$ cat config.mk
export PLATFORM = sky130hd
export DESIGN_NAME = addr_stream_reader
export DESIGN_NICKNAME = d
export VERILOG_FILES = /design/src/rtl/addr_stream_reader_pkg.sv /design/src/rtl/addr_stream_reader_fifo.sv /design/src/rtl/addr_stream_reader.sv
export SDC_FILE = /design/constraint.sdc
export NUM_CORES = 1
export LEC_CHECK = 0
export CORE_MARGIN = 2
export CORE_UTILIZATION = 40
export CTS_BUF_LIST = sky130_fd_sc_hd__clkbuf_8
export CTS_CLUSTER_SIZE = 40
export DETAILED_ROUTE_END_ITERATION = 12
export PLACE_DENSITY = 0.78
export RECOVER_POWER = 50
export REMOVE_ABC_BUFFERS = 1
export SLEW_MARGIN = 20
export SYNTH_ARGS = -nofsm -noshare
export SYNTH_HDL_FRONTEND = slang
export SYNTH_SLANG_ARGS = --single-unit
export TNS_END_PERCENT = 50
$ cat constraint.sdc
create_clock -name clk -period 4.2 [get_ports clk]
set_clock_uncertainty 0.15 [all_clocks]
set_input_delay 1.05 -clock clk [delete_from_list [all_inputs] [get_ports clk]]
set_output_delay 1.05 -clock clk [all_outputs]
set_load 0.005 [all_outputs]
$ cat src/rtl/addr_stream_reader_pkg.sv
// Shared Versat definitions.
// The generator and the reader both take the word-offset width from here.
package addr_stream_reader_pkg;

  // Number of byte-offset bits inside one memory word.
  function automatic int offset_w(input int data_w);
    return $clog2(data_w / 8);
  endfunction

endpackage

$ cat src/rtl/addr_stream_reader_fifo.sv
// stream_fifo: synchronous FIFO with push/pop, occupancy and sync clear.
// Ports: clk, rst, clear, push, wdata, pop, rdata (head), occ (0..DEPTH).
module stream_fifo #(
  parameter int DATA_W = 32,
  parameter int DEPTH  = 2,
  localparam int PW = $clog2(DEPTH),
  localparam int CW = PW + 1
) (
  input  logic              clk,
  input  logic              rst,
  input  logic              clear,
  input  logic              push,
  input  logic [DATA_W-1:0] wdata,
  input  logic              pop,
  output logic [DATA_W-1:0] rdata,
  output logic [CW-1:0]     occ
);

  logic [DATA_W-1:0] mem [DEPTH];
  logic [PW-1:0]     wr_ptr;
  logic [PW-1:0]     rd_ptr;

  always_ff @(posedge clk) begin
    if (rst || clear) begin
      wr_ptr <= '0;
      rd_ptr <= '0;
      occ    <= '0;
    end else begin
      if (push) wr_ptr <= wr_ptr + PW'(1);
      if (pop)  rd_ptr <= rd_ptr + PW'(1);
      occ <= occ + CW'(push) - CW'(pop);
    end
  end

  // Storage needs no reset; pointers define what is live.
  always_ff @(posedge clk) begin
    if (push) mem[wr_ptr] <= wdata;
  end

  assign rdata = mem[rd_ptr];

endmodule

$ cat src/rtl/addr_stream_reader.sv
// addr_stream_reader: byte addresses in, memory words out, credit-based.
// Ports: addr_* input stream, mem_* read port (1-cycle latency),
//   data_* output stream, misaligned (sticky), done, run (flush), rst.
module addr_stream_reader
  import addr_stream_reader_pkg::*;
#(
  parameter int ADDR_W = 10,
  parameter int DATA_W = 32,
  parameter int DEPTH  = 2,
  localparam int OFFSET_W = offset_w(DATA_W)
) (
  input  logic                       clk,
  input  logic                       rst,
  input  logic                       run,
  input  logic                       addr_valid,
  output logic                       addr_ready,
  input  logic [ADDR_W-1:0]          addr,
  input  logic                       addr_done,
  output logic                       mem_en,
  output logic [ADDR_W-OFFSET_W-1:0] mem_addr,
  input  logic [DATA_W-1:0]          mem_rdata,
  output logic                       data_valid,
  input  logic                       data_ready,
  output logic [DATA_W-1:0]          data,
  output logic                       misaligned,
  output logic                       done
);

  localparam int CW = $clog2(DEPTH) + 1;
  localparam logic [ADDR_W-1:0] LOW_MASK =
    ADDR_W'((1 << OFFSET_W) - 1);

  logic [CW-1:0] occ;
  logic [CW:0]   credit;
  logic          inflight;
  logic          done_seen;
  logic          pop;
  logic          accept;

  assign data_valid = (occ != '0);
  assign pop        = data_valid && data_ready;

  // Slots committed next cycle; a pop this cycle frees one immediately.
  assign credit = {1'b0, occ} + (CW+1)'(inflight) - (CW+1)'(pop);
  assign addr_ready = !run && (credit < (CW+1)'(DEPTH));
  assign accept     = addr_valid && addr_ready;
  assign mem_en     = accept;
  assign mem_addr   = addr[ADDR_W-1:OFFSET_W];

  always_ff @(posedge clk) begin
    if (rst || run) begin
      inflight   <= 1'b0;
      done_seen  <= 1'b0;
      misaligned <= 1'b0;
      done       <= 1'b0;
    end else begin
      inflight <= accept;
      if (addr_done) done_seen <= 1'b1;
      if (accept && |(addr & LOW_MASK)) misaligned <= 1'b1;
      if (done_seen && !inflight && occ == '0 && !accept)
        done <= 1'b1;
    end
  end

  // Clearing on run also drops the read returning in the next cycle,
  // because inflight is cleared alongside the buffer.
  stream_fifo #(
    .DATA_W(DATA_W),
    .DEPTH (DEPTH)
  ) u_fifo (
    .clk  (clk),
    .rst  (rst),
    .clear(run),
    .push (inflight),
    .wdata(mem_rdata),
    .pop  (pop),
    .rdata(data),
    .occ  (occ)
  );

endmodule

Word-level counts from Yosys, hierarchy flattened
Memory sizes are Yosys's and may differ from the RTL's. A register that Yosys moved wholly into a read port is not among the register bits.
Cells that the tools add are included.

cells by class
  add/subtract/negate cells = 6
  $lt $le $gt $ge = 1
  multiplexer cells = 4
  reductions and logical operators = 14

operators by type and width
  kind                                                                           count
  1-bit logical AND                                                              7
  1-bit two-way mux                                                              4
  2-bit by 1-bit adder with 3-bit output                                         1
  1-bit zero test                                                                3
  3-bit by 2-bit less-than comparator with 1-bit output (second input constant)  1
  3-bit by 1-bit subtractor with 3-bit output                                    1
  1-bit adder (second input constant)                                            2
  2-bit by 1-bit adder with 2-bit output                                         1
  2-bit zero test                                                                1
  2-bit nonzero test                                                             1
  2-bit OR reduction                                                             1
  2-bit by 1-bit subtractor with 2-bit output                                    1
  1-bit logical OR                                                               1

storage, ports and cells
  bits in writable memories = 64
  bits of input ports = 48
  memories kept = 1
  output and inout port bits = 45
  register bits after elaboration = 8
  word-level logic and storage cells = 33

memories
  memory      depth  width  rd ports  clocked after memory_dff  wr ports  line                           source
  u_fifo.mem  2      32     1         1                         1         addr_stream_reader_fifo.sv:19  logic [DATA_W-1:0] mem [DEPTH];

Logic depth before layout (Yosys ltp)
  depth in word-level cells = 8
  gate-level depth with buffers = 8

Modules after synthesis
Synthesis repeated with hierarchy kept, for this count alone.

unflattened totals
  cell total of the unflattened synthesis = 151
  area total of the unflattened synthesis = 2952.8 µm²

by module, submodules not included
  module              instances  cells each  area each (µm²)  seq. area each (µm²)
  stream_fifo         1          119         2676.3           2021.9
  addr_stream_reader  1          32          276.5            80.1

Worst setup path after synthesis
Ideal clock, no wire load.

  path kind = input -> output
  start point = input data_ready
  end point = output mem_en
  setup slack = 0.516 ns
  buffers on the path = 0
  arrival time = 2.484 ns
  stages on the path = 6
  cells stage by stage = o21a_2 -> ha_1 -> inv_1 -> ha_1 -> fa_1 -> nor4b_2

on the way
  longest elaborated chain between the ends = 5

RTL lines
  element                                                line                      source
  from (decl)                                            addr_stream_reader.sv:23  input logic data_ready,
  1-bit logical AND                                      addr_stream_reader.sv:41  assign pop = data_valid && data_ready;
  3-bit by 1-bit subtractor with 3-bit output            addr_stream_reader.sv:44  assign credit = {1'b0, occ} + (CW+1)'(inflight) - (CW+1)'(pop);
  net credit[1]                                          addr_stream_reader.sv:34  logic [CW:0] credit;
  3-bit by 2-bit less-than comparator with 1-bit output  addr_stream_reader.sv:45  assign addr_ready = !run && (credit < (CW+1)'(DEPTH));
  1-bit logical AND                                      addr_stream_reader.sv:45
  1-bit logical AND                                      addr_stream_reader.sv:46  assign accept = addr_valid && addr_ready;
  to (decl)                                              addr_stream_reader.sv:19  output logic mem_en,

The timed path passes the listed nets, and every way through them passes these cells.

Worst setup path after layout
  start point = input data_ready
  end point = output mem_en

on the way
  longest elaborated chain between the ends = 5

RTL lines
  element                                                line                      source
  1-bit logical AND                                      addr_stream_reader.sv:41
  net pop                                                addr_stream_reader.sv:37  logic pop;
  3-bit by 1-bit subtractor with 3-bit output            addr_stream_reader.sv:44
  3-bit by 2-bit less-than comparator with 1-bit output  addr_stream_reader.sv:45
  1-bit logical AND                                      addr_stream_reader.sv:45
  1-bit logical AND                                      addr_stream_reader.sv:46

The timed path passes the listed nets, and every way through them passes these cells.

==> results.ini <==
[logic_synthesis]
seq_area_frac_synth_pct=76.1
ys_ff_latch=73
synth_ff_type=edfxtp_1
ys_async_sr_fraction_pct=0
yosysTopAreaCellShare_pct=69.6
yosys_warnings=0
synthesis.area_sq_um=2760
avgSynthCellArea_sq_um=18.9
synth_cell_type_count=22
yosysMostFrequentCell=edfxtp_1
syn_inst=146
synth_largest_area_cell=edfxtp_1
netlist_top_cells_count=64 x edfxtp_1, 27 x mux2_2, 9 x dfxtp_1
synth_edf_count=64
synth_area_leaders=edfxtp_1 70%, mux2_2 11%, dfxtp_1 6.5%, buf_4 2.2%, mux2_1 2.0%

[clock_network]
insertion_delay_ns=0.33
clk_pin_slew_worst_paths_ns=0.06
cts-htree-levels=3
hold_buffers=0
cts_tree=built
clk_path_buf_depth=2
numCtsBuffers=9
cts_root_buf=clkbuf_8
clkSinkCount=73

[setup_path]
slowest_delay_ns=0.39
crit_fanout=2
cp_slowest_cell=fa_2
critPathArrivalTime_ns=2.94
crit_path_start_kind=primary input
crit_family=adder cells
required_ns=3.00
path_class=primary input to primary output
critical_path_buf_inv_count=3
path_cells=dlygate4sd2_1 -> o21a_2 -> ha_4 -> inv_1 -> ha_2 -> fa_2 -> xnor2_2 -> nor4b_4 -> buf_2
crit_path_end_kind=primary output

[global_routing]
grt_pass1_vias=1622
grt_pass1_wl_mm=7.65
antenna_found_initial=0
grt_use_total_pct=13.9
gr-total-overflow=0
grt_max_degree=33

[sta]
hold_violations=0
min_period_ns=4.14
setup_viol=0
rsz0062_at_grt=no
fmax_mhz=242
drv_slew=33
worstMarginPinSlew_ns=2.20
relSlewSlack_pct=-47.0
fin_crit_sh_pct=98.6

[pwr]
power.density_nw_per_um2=349
total_power_mw=1.32
ir_worst_vdd_v=0.000171
leakage_nw=1.30

[floorplanning]
die_h_microns=87.1
io-pin-count=93
start_util_pct=40.9
design.core.area_sq_um=6760
rows=30
die_w_microns=87.1
die_area_sq_um=7590

[detailed_routing]
ant_nets=0
first_pass_iters=4
drc=0
vias=1525
viasPerCell=4.87
drt_wl_total_mm=5.00
dr.first_iter.drc_count=61
wl_per_cell_microns=16.0

[outcome]
status=finished, violations left
violations=max-capacitance violations, max-slew violations

[layout]
nNetsFinal=280
area_growth_pct=37.3
finalInstanceArea_sq_um=3790
diodes=0
drive_above_1_share_pct=24.0
fin_cells=313

[placement]
placed_cells=292
gp_congestion=0.660
hpwl_mm=3.08
port_buffers=76
dpl-instance-area_sq_um=3570

[worst_hold_path]
hold_class=flop to flop

[flow_run]
cap_viol_max_count=1

==> report_power, final <==
| part | switching [mW] | internal (mW) |
|---|---|---|
| clock | 0.239 | 0.203 |
| sequential | 0.00364 | 0.797 |
| combinational | 0.0264 | 0.0537 |
==> per-layer routing <==
metal | GRT usage (%) | wire length, microns | vias up
li1 | - | - | 707
met2 | 23.3 | 2500 | 67
met4 | 7.55 | 110 | 0
met1 | 14.3 | 2030 | 740
met3 | 6.45 | 361 | 11
met5 | 0 | 0 | -
==> metrics by stage <==
step                util [%]  hold WS [ns]  worst slack [ns]  setup TNS (ns)
floorplan                  -         0.282             0.516               0
global placement        52.8         0.293            -0.420          -0.693
detailed placement      52.8         0.306            -0.501          -0.802
CTS                     56.0         0.321             0.116               0
global route            56.1         0.334            0.0189               0
finish                  56.1         0.321            0.0602               0
==> path summary, 6_finish.rpt <==
path	slack (ns)	start	cells after the start	to
hold reg to reg	0.32	done_seen	1	done_seen
hold / removal	0.32	done_seen	1	done_seen
setup reg to reg	1.23	u_fifo.occ[1]	14	misaligned
setup / recovery	0.06	data_ready	9	mem_en
==> placed cells by master (no fill, tap or decap), types with 3 or more instances in the layout <==
master,synthesis,routed
mux2_2,27,27
nor3_1,4,4
edfxtp_1,64,64
clkbuf_8,0,9
dfxtp_1,9,8
clkdlybuf4s50_1,0,40
buf_4,8,8
dlygate4sd3_1,0,33
inv_1,4,6
and2_1,4,3
o21a_1,3,3
mux2_1,5,5
==> flip-flops by register name, summed over array words and instances (netlist names), named ones only <==
| register | cells |
|---|---|
| done | 1 |
| done_seen | 1 |
| inflight | 1 |
| misaligned | 1 |
| u_fifo.mem | 64 |
| u_fifo.occ | 2 |
| u_fifo.rd_ptr | 1 |
| u_fifo.wr_ptr | 1 |
==> layout make-up <==
type	count	area [sq um]
Multi-Input combinational cell	57	608
Tap cell	80	100
Clock buffer	9	124
Sequential cell	73	2100
Fill cell	560	2960
Timing Repair Buffer	84	813
Inverter	4	15.0
Clock inverter	6	28.8
==> cell families (layout without fill, tap and decap cells) <==
logic type	count (synthesis)	count (layout)	synth area share [%]
DFF	73	73	76.1
adders and majority gates	3	3	1.63
and+or+nand+nor	14	14	3.44
AOI/OAI and AO/OA	5	5	1.45
muxes	32	32	13.0
xor gates and xnor gates	3	3	0.951
buffers and inverters	16	103	3.40
==> repair_timing <==
item | in CTS | in global routing
pin swaps | 4 | 0
hold endpoints to repair | 0 | 0
setup endpoints to repair | 2 | 1
resized for setup | 10 | 1
buffers inserted | 6 | 0
Note: power is estimated with default switching activity, not from simulation.
